[config.mk]
export PLATFORM = sky130hd
export DESIGN_NAME = sifh_two_pass_ctrl
export DESIGN_NICKNAME = d
export VERILOG_FILES = /design/src/rtl/sifh_pkg.sv /design/src/rtl/sifh_rmw_incr.sv /design/src/rtl/sifh_two_pass_ctrl.sv
export SDC_FILE = /design/constraint.sdc
export NUM_CORES = 1
export LEC_CHECK = 0
export CORE_AREA = 2 2 161 84
export DETAILED_ROUTE_END_ITERATION = 10
export DIE_AREA = 0 0 163 86
export DONT_BUFFER_PORTS = 1
export GPL_TIMING_DRIVEN = 0
export MAX_ROUTING_LAYER = met4
export RECOVER_POWER = 25
export SYNTH_ARGS = -nofsm -noshare
export SYNTH_HDL_FRONTEND = slang
export SYNTH_HIERARCHICAL = 1
export SYNTH_SLANG_ARGS = --single-unit
export TNS_END_PERCENT = 100
[constraint.sdc]
create_clock -name clk -period 8.4 [get_ports clk]
set_clock_uncertainty 0.2 [all_clocks]
set_input_delay 1.26 -clock clk [delete_from_list [all_inputs] [get_ports clk]]
set_output_delay 1.26 -clock clk [all_outputs]
set_load 0.02 [all_outputs]
[src/rtl/sifh_pkg.sv]
// Shared definitions for the two-pass SiFH histogram controller: state encoding,
// default geometry, width helpers and the saturating count increment.
package sifh_pkg;

    typedef enum logic [2:0] {
        S_IDLE,
        S_CLEAR1,
        S_BUILD1,
        S_SCAN1,
        S_CLEAR2,
        S_BUILD2,
        S_SCAN2
    } state_t;

    localparam int DEF_PIXELS = 4;
    localparam int DEF_HALF_W = 4;
    localparam int DEF_CNT_W  = 8;
    localparam int DEF_EVENTS = 1024;

    function automatic int clog2(input int v);
        int r;
        r = 0;
        for (int i = 0; i < 31; i++) begin
            if ((1 << r) < v) r++;
        end
        return r;
    endfunction

    // A single pixel still needs a 1-bit pixel field on the ports.
    function automatic int pix_width(input int pixels);
        return (pixels > 2) ? clog2(pixels) : 1;
    endfunction

    function automatic logic [31:0] sat_inc(input logic [31:0] v, input int w);
        logic [31:0] max_v;
        max_v = (32'd1 << w) - 32'd1;
        return (v >= max_v) ? max_v : v + 32'd1;
    endfunction

endpackage

[src/rtl/sifh_rmw_incr.sv]
// Two-stage read-modify-write incrementer for histogram RAM with one-cycle
// write-to-read forwarding so back-to-back hits on one bin never lose a count.
module sifh_rmw_incr
    import sifh_pkg::*;
#(
    parameter int ADDR_W = 6,
    parameter int CNT_W  = 8
) (
    input  logic              clk,
    input  logic              res,
    input  logic              in_valid,
    input  logic [ADDR_W-1:0] in_addr,
    output logic              rd_en,
    output logic [ADDR_W-1:0] rd_addr,
    input  logic [CNT_W-1:0]  rdata,
    output logic              wr_en,
    output logic [ADDR_W-1:0] wr_addr,
    output logic [CNT_W-1:0]  wr_data,
    output logic              busy
);

    logic              s1_valid_q, s1_valid_d;
    logic [ADDR_W-1:0] s1_addr_q, s1_addr_d;
    logic              lw_valid_q, lw_valid_d;
    logic [ADDR_W-1:0] lw_addr_q, lw_addr_d;
    logic [CNT_W-1:0]  lw_data_q, lw_data_d;
    logic [CNT_W-1:0]  base;

    always_comb begin
        rd_en      = in_valid;
        rd_addr    = in_valid ? in_addr : '0;
        s1_valid_d = in_valid;
        s1_addr_d  = in_addr;
        // The RAM returns old data when the read collides with last cycle's write.
        base       = (lw_valid_q && (lw_addr_q == s1_addr_q)) ? lw_data_q : rdata;
        wr_en      = s1_valid_q;
        wr_addr    = s1_valid_q ? s1_addr_q : '0;
        wr_data    = s1_valid_q ? CNT_W'(sat_inc(32'(base), CNT_W)) : '0;
        lw_valid_d = s1_valid_q;
        lw_addr_d  = s1_addr_q;
        lw_data_d  = wr_data;
        busy       = s1_valid_q;
    end

    always_ff @(posedge clk) begin
        if (res) begin
            s1_valid_q <= 1'b0;
            s1_addr_q  <= '0;
            lw_valid_q <= 1'b0;
            lw_addr_q  <= '0;
            lw_data_q  <= '0;
        end else begin
            s1_valid_q <= s1_valid_d;
            s1_addr_q  <= s1_addr_d;
            lw_valid_q <= lw_valid_d;
            lw_addr_q  <= lw_addr_d;
            lw_data_q  <= lw_data_d;
        end
    end

endmodule

[src/rtl/sifh_two_pass_ctrl.sv]
// Two-pass focused-histogram controller: coarse histogram and peak per pixel,
// then a fine histogram restricted to each pixel's coarse-peak window.
module sifh_two_pass_ctrl
    import sifh_pkg::*;
#(
    parameter int PIXELS = DEF_PIXELS,
    parameter int HALF_W = DEF_HALF_W,
    parameter int CNT_W  = DEF_CNT_W,
    parameter int EVENTS = DEF_EVENTS,
    localparam int PIX_W  = pix_width(PIXELS),
    localparam int ADDR_W = PIX_W + HALF_W,
    localparam int BIN_W  = 2 * HALF_W
) (
    input  logic              clk,
    input  logic              res,
    input  logic              start,
    input  logic              tdc_valid,
    input  logic [PIX_W-1:0]  tdc_pixel,
    input  logic [BIN_W-1:0]  tdc_bin,
    output logic              tdc_ready,
    output logic              wrEn,
    output logic [ADDR_W-1:0] waddr,
    output logic              wEnable,
    output logic [CNT_W-1:0]  wdata,
    output logic [ADDR_W-1:0] raddr,
    output logic              rEnable,
    input  logic [CNT_W-1:0]  rdata,
    output logic              peak_valid,
    output logic [PIX_W-1:0]  peak_pixel,
    output logic [BIN_W-1:0]  peak_bin,
    output logic [CNT_W-1:0]  peak_count,
    output logic              busy,
    output logic              done
);

    localparam int DEPTH = PIXELS << HALF_W;
    localparam int AC_W  = ADDR_W + 1;
    localparam int EV_W  = clog2(EVENTS + 1);
    localparam logic [AC_W-1:0]   DEPTH_A   = AC_W'(DEPTH);
    localparam logic [AC_W-1:0]   LAST_A    = AC_W'(DEPTH - 1);
    localparam logic [ADDR_W-1:0] LAST_ADDR = ADDR_W'(DEPTH - 1);
    localparam logic [EV_W-1:0]   EVENTS_C  = EV_W'(EVENTS);

    state_t            state_q, state_d;
    logic [AC_W-1:0]   addr_q, addr_d;
    logic [EV_W-1:0]   ev_q, ev_d;
    logic [HALF_W-1:0] peak_tbl_q [PIXELS];
    logic [HALF_W-1:0] peak_tbl_d [PIXELS];
    logic              rd_v_q, rd_v_d;
    logic [ADDR_W-1:0] rd_addr_q, rd_addr_d;
    logic [CNT_W-1:0]  max_q, max_d;
    logic [HALF_W-1:0] best_q, best_d;
    logic              pv_q, pv_d, done_q, done_d;
    logic [PIX_W-1:0]  pp_q, pp_d;
    logic [BIN_W-1:0]  pb_q, pb_d;
    logic [CNT_W-1:0]  pc_q, pc_d;

    logic              is_clear, is_build, is_scan, accept, scan_rd;
    logic [HALF_W-1:0] ev_coarse, ev_fine, cur_bin, new_best;
    logic [PIX_W-1:0]  cur_pix;
    logic [CNT_W-1:0]  new_max;
    logic              rmw_in_valid, rmw_rd_en, rmw_wr_en, rmw_busy;
    logic [ADDR_W-1:0] rmw_in_addr, rmw_rd_addr, rmw_wr_addr;
    logic [CNT_W-1:0]  rmw_wr_data;

    sifh_rmw_incr #(.ADDR_W(ADDR_W), .CNT_W(CNT_W)) u_rmw (
        .clk      (clk),
        .res      (res),
        .in_valid (rmw_in_valid),
        .in_addr  (rmw_in_addr),
        .rd_en    (rmw_rd_en),
        .rd_addr  (rmw_rd_addr),
        .rdata    (rdata),
        .wr_en    (rmw_wr_en),
        .wr_addr  (rmw_wr_addr),
        .wr_data  (rmw_wr_data),
        .busy     (rmw_busy)
    );

    always_comb begin
        is_clear  = (state_q == S_CLEAR1) || (state_q == S_CLEAR2);
        is_build  = (state_q == S_BUILD1) || (state_q == S_BUILD2);
        is_scan   = (state_q == S_SCAN1) || (state_q == S_SCAN2);
        tdc_ready = is_build && (ev_q < EVENTS_C);
        wrEn      = is_build;
        busy      = (state_q != S_IDLE);
        accept    = tdc_valid && tdc_ready;
        ev_coarse = tdc_bin[BIN_W-1:HALF_W];
        ev_fine   = tdc_bin[HALF_W-1:0];
        // Second-pass events outside the pixel's coarse window still count toward EVENTS.
        rmw_in_valid = accept && ((state_q == S_BUILD1) || (ev_coarse == peak_tbl_q[tdc_pixel]));
        rmw_in_addr  = {tdc_pixel, (state_q == S_BUILD1) ? ev_coarse : ev_fine};
        scan_rd      = is_scan && (addr_q < DEPTH_A);

        wEnable = is_clear || rmw_wr_en;
        waddr   = is_clear ? addr_q[ADDR_W-1:0] : rmw_wr_addr;
        wdata   = is_clear ? '0 : rmw_wr_data;
        rEnable = scan_rd || rmw_rd_en;
        raddr   = scan_rd ? addr_q[ADDR_W-1:0] : rmw_rd_addr;

        cur_bin = rd_addr_q[HALF_W-1:0];
        cur_pix = rd_addr_q[ADDR_W-1:HALF_W];
        // Strictly-greater update keeps the lowest bin on ties.
        if ((cur_bin == '0) || (rdata > max_q)) begin
            new_max  = rdata;
            new_best = cur_bin;
        end else begin
            new_max  = max_q;
            new_best = best_q;
        end

        peak_tbl_d = peak_tbl_q;
        max_d      = rd_v_q ? new_max : max_q;
        best_d     = rd_v_q ? new_best : best_q;
        pv_d       = 1'b0;
        pp_d       = '0;
        pb_d       = '0;
        pc_d       = '0;
        if (rd_v_q && (cur_bin == '1)) begin
            if (state_q == S_SCAN1) peak_tbl_d[cur_pix] = new_best;
            if (state_q == S_SCAN2) begin
                pv_d = 1'b1;
                pp_d = cur_pix;
                pb_d = {peak_tbl_q[cur_pix], new_best};
                pc_d = new_max;
            end
        end
        rd_v_d    = scan_rd;
        rd_addr_d = addr_q[ADDR_W-1:0];

        state_d = state_q;
        addr_d  = addr_q;
        ev_d    = is_build ? ev_q + EV_W'(accept) : '0;
        done_d  = 1'b0;
        case (state_q)
            S_IDLE: begin
                addr_d = '0;
                if (start) state_d = S_CLEAR1;
            end
            S_CLEAR1, S_CLEAR2: begin
                addr_d = addr_q + AC_W'(1);
                if (addr_q == LAST_A) begin
                    addr_d  = '0;
                    state_d = (state_q == S_CLEAR1) ? S_BUILD1 : S_BUILD2;
                end
            end
            S_BUILD1, S_BUILD2: begin
                if ((ev_q == EVENTS_C) && !rmw_busy) begin
                    addr_d  = '0;
                    state_d = (state_q == S_BUILD1) ? S_SCAN1 : S_SCAN2;
                end
            end
            S_SCAN1, S_SCAN2: begin
                if (scan_rd) addr_d = addr_q + AC_W'(1);
                if (rd_v_q && (rd_addr_q == LAST_ADDR)) begin
                    addr_d  = '0;
                    state_d = (state_q == S_SCAN1) ? S_CLEAR2 : S_IDLE;
                    done_d  = (state_q == S_SCAN2);
                end
            end
            default: state_d = S_IDLE;
        endcase
    end

    always_ff @(posedge clk) begin
        if (res) begin
            state_q   <= S_IDLE;
            addr_q    <= '0;
            ev_q      <= '0;
            rd_v_q    <= 1'b0;
            rd_addr_q <= '0;
            max_q     <= '0;
            best_q    <= '0;
            pv_q      <= 1'b0;
            pp_q      <= '0;
            pb_q      <= '0;
            pc_q      <= '0;
            done_q    <= 1'b0;
        end else begin
            state_q   <= state_d;
            addr_q    <= addr_d;
            ev_q      <= ev_d;
            rd_v_q    <= rd_v_d;
            rd_addr_q <= rd_addr_d;
            max_q     <= max_d;
            best_q    <= best_d;
            pv_q      <= pv_d;
            pp_q      <= pp_d;
            pb_q      <= pb_d;
            pc_q      <= pc_d;
            done_q    <= done_d;
        end
    end

    for (genvar gi = 0; gi < PIXELS; gi++) begin : g_peak_tbl
        always_ff @(posedge clk) begin
            if (res) peak_tbl_q[gi] <= '0;
            else     peak_tbl_q[gi] <= peak_tbl_d[gi];
        end
    end

    assign peak_valid = pv_q;
    assign peak_pixel = pp_q;
    assign peak_bin   = pb_q;
    assign peak_count = pc_q;
    assign done       = done_q;

endmodule
==> results.yml, run 1 <==
status:
  outcome: "completed"
power:
  pwrdens_nw_per_um2: 204
  p_comb_share_pct: 18.7
  p_seq_share_pct: 44.2
  final_total_power_mw: 1.12
  netSwitchingPower_uw: 331
  share_clk_of_total_power_pct: 37.1
  power_leakage_nw: 2.08
  power_switching_share_pct: 29.7
  vdd.ir_drop.worst_mv: 0.0828
  internal_power_summed_over_all_cells_uw: 785
synthesis:
  syn-mean-instance-area_um2: 9.15
  syn-cell-area_um2: 4980
  ys.warnings.count: 6
  number_of_flops_mapped_to_enable_cells_by_yosys: 0
  synth_seq_area_share_pct: 39.4
  postSynth.topFlopCell: "sky130_fd_sc_hd__dfxtp_1"
  post_synth_inst_count: 544
  synth_cell_types: 64
  syn-num-nets: 578
  ys_seq_elements: 98
  postSynth.asyncResetShare_pct: 0
timing:
  slew_headroom_pct: 29.4
  setup_repair_after_global_routing_missed_its_margin: "no"
  summed_negative_setup_slack_over_all_endpoints_ps: 0
  finalSetupViolations: 0
  worstMarginPinSlew_ps: 1050
  fin_crit_sh_pct: 64.9
  slew_violations: 0
  fmax_mhz: 183
  report.final.hold_viol_count: 0
  final.min_clock_period_ps: 5460
  holdWs_ps: 295
layout:
  antenna-diode-count: 0
  utilization_pct: 43.8
  num-fill-cells: 1213
  net_count_final: 589
  finish.cell_count_without_fillers: 730
  final_layout_size_suffix_gt1_share_pct: 10.7
  synthToLayoutAreaGrowth_pct: 10.2
critical_path:
  cpMaxStageDelayCell: "sky130_fd_sc_hd__a21boi_0"
  worstSetupEndpointType: "output pin"
  max_stage_delay_ps: 700
  timing.critical_path.from_type: "flip-flop"
  crit_path_cell_trace: "clkbuf_1 -> clkbuf_1 -> nand2_1 -> o21ai_0 -> nor2b_1 -> and2_1 -> a21boi_0 -> and2_1 -> mux2_2"
  type_of_the_worst_setup_path: "reg2out"
  cp_data_arrival_time_ps: 4000
  crit_path_max_fanout: 10
  crit_required_ps: 6940
grt:
  grt_start_max_net_pins: 17
  grt_first_pass_wirelength_um: 19700
  grt_use_total_pct: 18.6
  number_of_global_route_vias_before_repair: 3681
  grt_antenna_before_repair: 0
  grt.overflow.total: 0
floorplanning:
  core_area_um2: 12500
  core.rowCount: 29
  die_area_um2: 14000
  floorplan.initialDensity_pct: 39.8
  die-height_um: 86
  die_w_um: 163
  io-pin-count: 67
min_path:
  hold_path_class: "reg2reg"
cts:
  cts.repair_timing.setup_buffer_count: 0
  worstSkewPairLatency_ps: 350
  hold_buffers: 0
  clk_pin_slew_ps: 70
  cts_made_buffers: 9
  cts_sinks: 98
  cts-root-to-sink-buffers: 2
  cts_max_level: 3
  cts-root-buf: "sky130_fd_sc_hd__clkbuf_16"
  cts_tree: "done"
  post_cts_resized: 0
placement:
  place_congestion: 0.875
  dpl.hpwl_um: 9000
  placedCellCount: 714
  io_buffer_count: 0
drt:
  route.vias.total: 3901
  via_cell_ratio: 5.34
  first_iter_violations: 329
  drcViolationCount: 0
  route.final.wire_length_um: 12100
  detailed_routing_iterations_pass_1: 4
  ant_nets: 0
  wire_per_inst_um: 16.6
job:
  max_cap_viol_count: 0
==> cell type report <==
cell class	instances	area (µm²)	share of cell area, %
Multi-Input combinational cell	404	2820	51.4
Sequential cell	98	1960	35.8
Clock buffer	10	229	4.18
Tap cell	170	213	3.88
Buffer	23	124	2.26
Inverter	19	71.3	1.30
Clock inverter	6	65.1	1.19
==> metal layers <==
layer / global-route usage, % / up-vias / wire [µm]
met2: 27.2 / 93 / 5170
met3: 5.95 / 13 / 859
met4: 4.91 / 0 / 157
met1: 24.7 / 1848 / 5900
met5: - / - / 0
li1: - / 1947 / -
==> registers in the layout (all words and copies together), names as in the netlist, 2 cells and up <==
name             count
peak_tbl_q          16
ev_q                11
max_q                8
peak_bin             8
peak_count           8
u_rmw/lw_data_q      8
addr_q               7
rd_addr_q            6
u_rmw/lw_addr_d      6
u_rmw/lw_addr_q      6
best_q               4
state_q              3
peak_pixel           2
==> cells in the final DEF, fill, tap and decap left out, drive strengths merged, types with 3 or more instances in the layout <==
cell    count
a211o       5
a211oi     11
a21boi      3
a21oi      19
a221oi      3
a31oi       4
and2       20
and3       10
buf         8
clkbuf     25
clkinv      3
dfxtp      98
ha         12
inv        20
mux2       15
mux2i      29
mux4        8
nand2      35
nand2b      4
nand3      21
nand4      11
nor2       63
nor2b      38
nor3        6
nor3b       8
nor4        7
nor4b       3
o211ai      3
o21ai      16
o21bai      3
or2         4
or3         4
xnor2      13
xor2        9
==> path summary, 6_finish.rpt <==
| check | slack (ps) | cells past startpoint | from | endpoint |
|---|---|---|---|---|
| min reg2reg | 290 | 1 | u_rmw/lw_addr_d[3] | u_rmw/lw_addr_q[3] |
| max reg2reg | 4570 | 11 | state_q[1] | ev_q[10] |
| max | 2940 | 9 | state_q[1] | raddr[0] |
| min | 290 | 1 | u_rmw/lw_addr_d[3] | u_rmw/lw_addr_q[3] |
==> stage by stage <==
stage	setup WS, ps	cell area (µm²)
2_1_floorplan	4200	4980
3_3_place_gp	3510	5190
3_5_place_dp	3460	5190
4_1_cts	3050	5490
5_1_grt	2610	5480
6_report	2940	5480
==> power groups by stage <==
stage | combinational (mW) | sequential [mW] | clock (mW)
after floorplan | 0.166 | 0.500 | 0
after global placement | 0.207 | 0.504 | 0
after detailed placement | 0.209 | 0.504 | 0
after CTS | 0.210 | 0.493 | 0.426
after global routing | 0.230 | 0.495 | 0.447
final | 0.209 | 0.493 | 0.415
==> Yosys cell counts, types with 2 or more instances <==
cell type / instances / share of area [%]
sky130_fd_sc_hd__a211o_1: 5 / 0.88
sky130_fd_sc_hd__a211oi_1: 9 / 1.4
sky130_fd_sc_hd__a21boi_0: 2 / 0.30
sky130_fd_sc_hd__a21oi_1: 19 / 1.9
sky130_fd_sc_hd__a221o_1: 2 / 0.40
sky130_fd_sc_hd__a221oi_1: 2 / 0.35
sky130_fd_sc_hd__a31oi_1: 4 / 0.50
sky130_fd_sc_hd__and2_1: 20 / 2.5
sky130_fd_sc_hd__and3_1: 9 / 1.1
sky130_fd_sc_hd__buf_2: 3 / 0.30
sky130_fd_sc_hd__buf_4: 2 / 0.30
sky130_fd_sc_hd__buf_6: 2 / 0.45
sky130_fd_sc_hd__clkbuf_1: 14 / 1.1
sky130_fd_sc_hd__dfxtp_1: 98 / 39
sky130_fd_sc_hd__ha_1: 12 / 3.0
sky130_fd_sc_hd__inv_1: 19 / 1.4
sky130_fd_sc_hd__mux2_2: 15 / 3.4
sky130_fd_sc_hd__mux2i_1: 28 / 5.6
sky130_fd_sc_hd__mux4_2: 8 / 3.6
sky130_fd_sc_hd__nand2_1: 35 / 2.6
sky130_fd_sc_hd__nand2b_1: 4 / 0.50
sky130_fd_sc_hd__nand3_1: 20 / 2.0
sky130_fd_sc_hd__nand4_1: 10 / 1.3
sky130_fd_sc_hd__nor2_1: 62 / 4.7
sky130_fd_sc_hd__nor2b_1: 38 / 4.8
sky130_fd_sc_hd__nor3_1: 6 / 0.60
sky130_fd_sc_hd__nor3b_1: 8 / 1.2
sky130_fd_sc_hd__nor4_1: 7 / 0.88
sky130_fd_sc_hd__nor4b_1: 2 / 0.35
sky130_fd_sc_hd__o211ai_1: 3 / 0.45
sky130_fd_sc_hd__o21ai_0: 14 / 1.4
sky130_fd_sc_hd__o21ai_1: 2 / 0.20
sky130_fd_sc_hd__o21bai_1: 3 / 0.45
sky130_fd_sc_hd__o31ai_1: 2 / 0.30
sky130_fd_sc_hd__or2_2: 3 / 0.38
sky130_fd_sc_hd__or3_1: 4 / 0.50
sky130_fd_sc_hd__xnor2_1: 13 / 2.3
sky130_fd_sc_hd__xor2_1: 9 / 1.6
==> critical path, delay by kind of cell, from the launching register on <==
family	cells	cell delay (ps)
AO/OA/AOI/OAI	2	1160
buffers and inverters	2	650
flip-flops	1	310
multiplexers	1	240
AND/OR/NAND/NOR	4	1290
==> logic make-up after synthesis <==
family / count (synthesis) / synth area share (%)
fa+ha+maj: 12 / 3.02
mux: 52 / 12.9
buf+inv: 42 / 3.95
xor+xnor: 22 / 3.87
simple gates: 241 / 26.2
flops: 98 / 39.4
compound gates: 77 / 10.7
(Power assumes the default switching activity.)
==> run 2: changes to the inputs <==
Clock period 8.4 ns to 5.06 ns, I/O delays scaled along.
==> run 2 against run 1 <==
Effect of this change: die area did not move; routed wire length hardly changed; power grew 66%; clock-buffer cell count unchanged; non-clock buffer count unchanged; critical path depth fell by 1; core utilization about the same; first-iteration DRC count decreased by 3.0%; sequential power is 66% higher; global-route usage did not move; cell area barely moved; sequential share of layout area is essentially flat; critical path type unchanged; critical endpoint unchanged.
==> results.yml, run 2 (synthesized netlist as in run 1, its figures left out) <==
drt:
  route.final.wire_length_um: 12100
  via_cell_ratio: 5.32
  route.vias.total: 3884
  detailed_routing_iterations_pass_1: 4
  ant_nets: 0
  first_iter_violations: 319
  drcViolationCount: 0
  wire_per_inst_um: 16.6
layout:
  most-common-layout-cells: "98 x sky130_fd_sc_hd__dfxtp_1, 62 x sky130_fd_sc_hd__nor2_1, 38 x sky130_fd_sc_hd__nor2b_1"
  antenna-diode-count: 0
  final_layout_size_suffix_gt1_share_pct: 10.9
  net_count_final: 589
  area_of_the_multi_input_gates_um2: 2820
  num-fill-cells: 1213
  top_regs: "peak_tbl_q: 16 flops, ev_q: 11 flops"
  final_common_cell: "sky130_fd_sc_hd__dfxtp_1"
  area.sequential_um2: 1960
  registers.top_by_ff_count: "peak_tbl_q"
  flip_flop_count_of_the_largest_register_after_layout: 16
  synthToLayoutAreaGrowth_pct: 10.2
grt:
  grt_first_pass_wirelength_um: 19700
  number_of_global_route_vias_before_repair: 3681
  grt_antenna_before_repair: 0
  grt_use_total_pct: 18.6
  grt.overflow.total: 0
  grt_start_max_net_pins: 17
cts:
  cts-root-buf: "sky130_fd_sc_hd__clkbuf_16"
  cts-root-to-sink-buffers: 2
  cts_tree: "done"
  hold_buffers: 0
  cts_made_buffers: 9
  clk_pin_slew_ps: 70
  cts_max_level: 3
  cts_sinks: 98
  worstSkewPairLatency_ps: 350
floorplanning:
  die_w_um: 163
  core.rowCount: 29
  die_area_um2: 14000
  core_area_um2: 12500
  io-pin-count: 67
  floorplan.initialDensity_pct: 39.8
  die-height_um: 86
min_path:
  hold_path_class: "in2reg"
placement:
  io_buffer_count: 0
  place_congestion: 0.875
  dpl.hpwl_um: 9000
power:
  power_leakage_nw: 2.08
  final_total_power_mw: 1.85
  vdd.ir_drop.worst_mv: 0.137
  pwrdens_nw_per_um2: 338
job:
  max_cap_viol_count: 0
timing:
  fin_crit_sh_pct: 91.8
  summed_negative_setup_slack_over_all_endpoints_ps: 0
  setup_repair_after_global_routing_missed_its_margin: "no"
  slew_headroom_pct: 29.6
  slew_violations: 0
  final.min_clock_period_ps: 4650
  worstMarginPinSlew_ps: 1040
  finalSetupViolations: 0
  fmax_mhz: 215
  report.final.hold_viol_count: 0
critical_path:
  worstSetupEndpointType: "output pin"
  crit_path_cell_trace: "clkbuf_2 -> clkbuf_1 -> o21ai_0 -> nor2b_1 -> and2_1 -> a21boi_1 -> and2_1 -> mux2_2"
  critical-path-top-cell-by-count: "sky130_fd_sc_hd__and2_1"
  max_stage_delay_ps: 870
  type_of_the_worst_setup_path: "reg2out"
  timing.critical_path.from_type: "flip-flop"
  cp_data_arrival_time_ps: 3690
  timing.reg2reg.setup_slack_ps: 1340
  cpMaxStageDelayCell: "sky130_fd_sc_hd__o21ai_0"
  crit_required_ps: 4100
  crit_path_max_fanout: 10
status:
  outcome: "completed"
[run 2: what timing repair did]
item,4_1_cts,5_1_grt
endpoints found under the hold margin,0,0
resized for setup,0,1
setup buffers,0,0
endpoints found under the setup margin,0,7
[run 2: per-layer routing]
layer  GRT usage [%]  routed length [µm]  part of all wire [%]  vias up
li1                -                   -                     -     1946
met1            24.7                5990                    50     1846
met2            27.2                5270                    44       84
met3            5.95                 740                   6.1        8
met4            4.91                  93                  0.77        0
met5               -                   0                     0        -
[run 2: path summary, 6_finish.rpt]
kind                      start            endpoint  cells past startpoint
max                  state_q[1]            raddr[0]                      8
max reg2reg          state_q[1]            ev_q[10]                     10
min reg2reg  u_rmw/lw_addr_d[5]  u_rmw/lw_addr_q[5]                      1
min                         res          u_rmw/busy                      1
[run 2: final cells by class]
cell class                      count  share of cell area, %
Inverter                           19                   1.30
Buffer                             23                   2.28
Multi-Input combinational cell    404                   51.4
Tap cell                          170                   3.88
Clock inverter                      6                   1.19
Clock buffer                       10                   4.17
Sequential cell                    98                   35.8
[run 2: power by group]
group / switching, mW / internal (mW) / total [mW]
logic: 0.225 / 0.122 / 0.347
clock network: 0.304 / 0.385 / 0.689
registers: 0.0212 / 0.798 / 0.819
[run 2: critical path: cells and delay by family, from the launching register on]
kind | cells | cell delay, ps
mux | 1 | 240
flops | 1 | 300
compound gates | 2 | 1390
buf+inv | 2 | 400
simple gates | 3 | 1010
[run 2: stage by stage]
| step | worst slack (ps) | hold slack, ps | cell area, µm² | utilization [%] | instances |
|---|---|---|---|---|---|
| finish | 414 | 277 | 5490 | 43.8 | 730 |
| global route | 161 | 258 | 5490 | 43.8 | 730 |
| CTS | 206 | 264 | 5490 | 43.8 | 730 |
| detailed placement | 619 | 284 | 5190 | 41.5 | 714 |
| global placement | 670 | 268 | 5190 | 41.5 | 714 |
| floorplan | 1430 | 251 | 4980 | - | 544 |
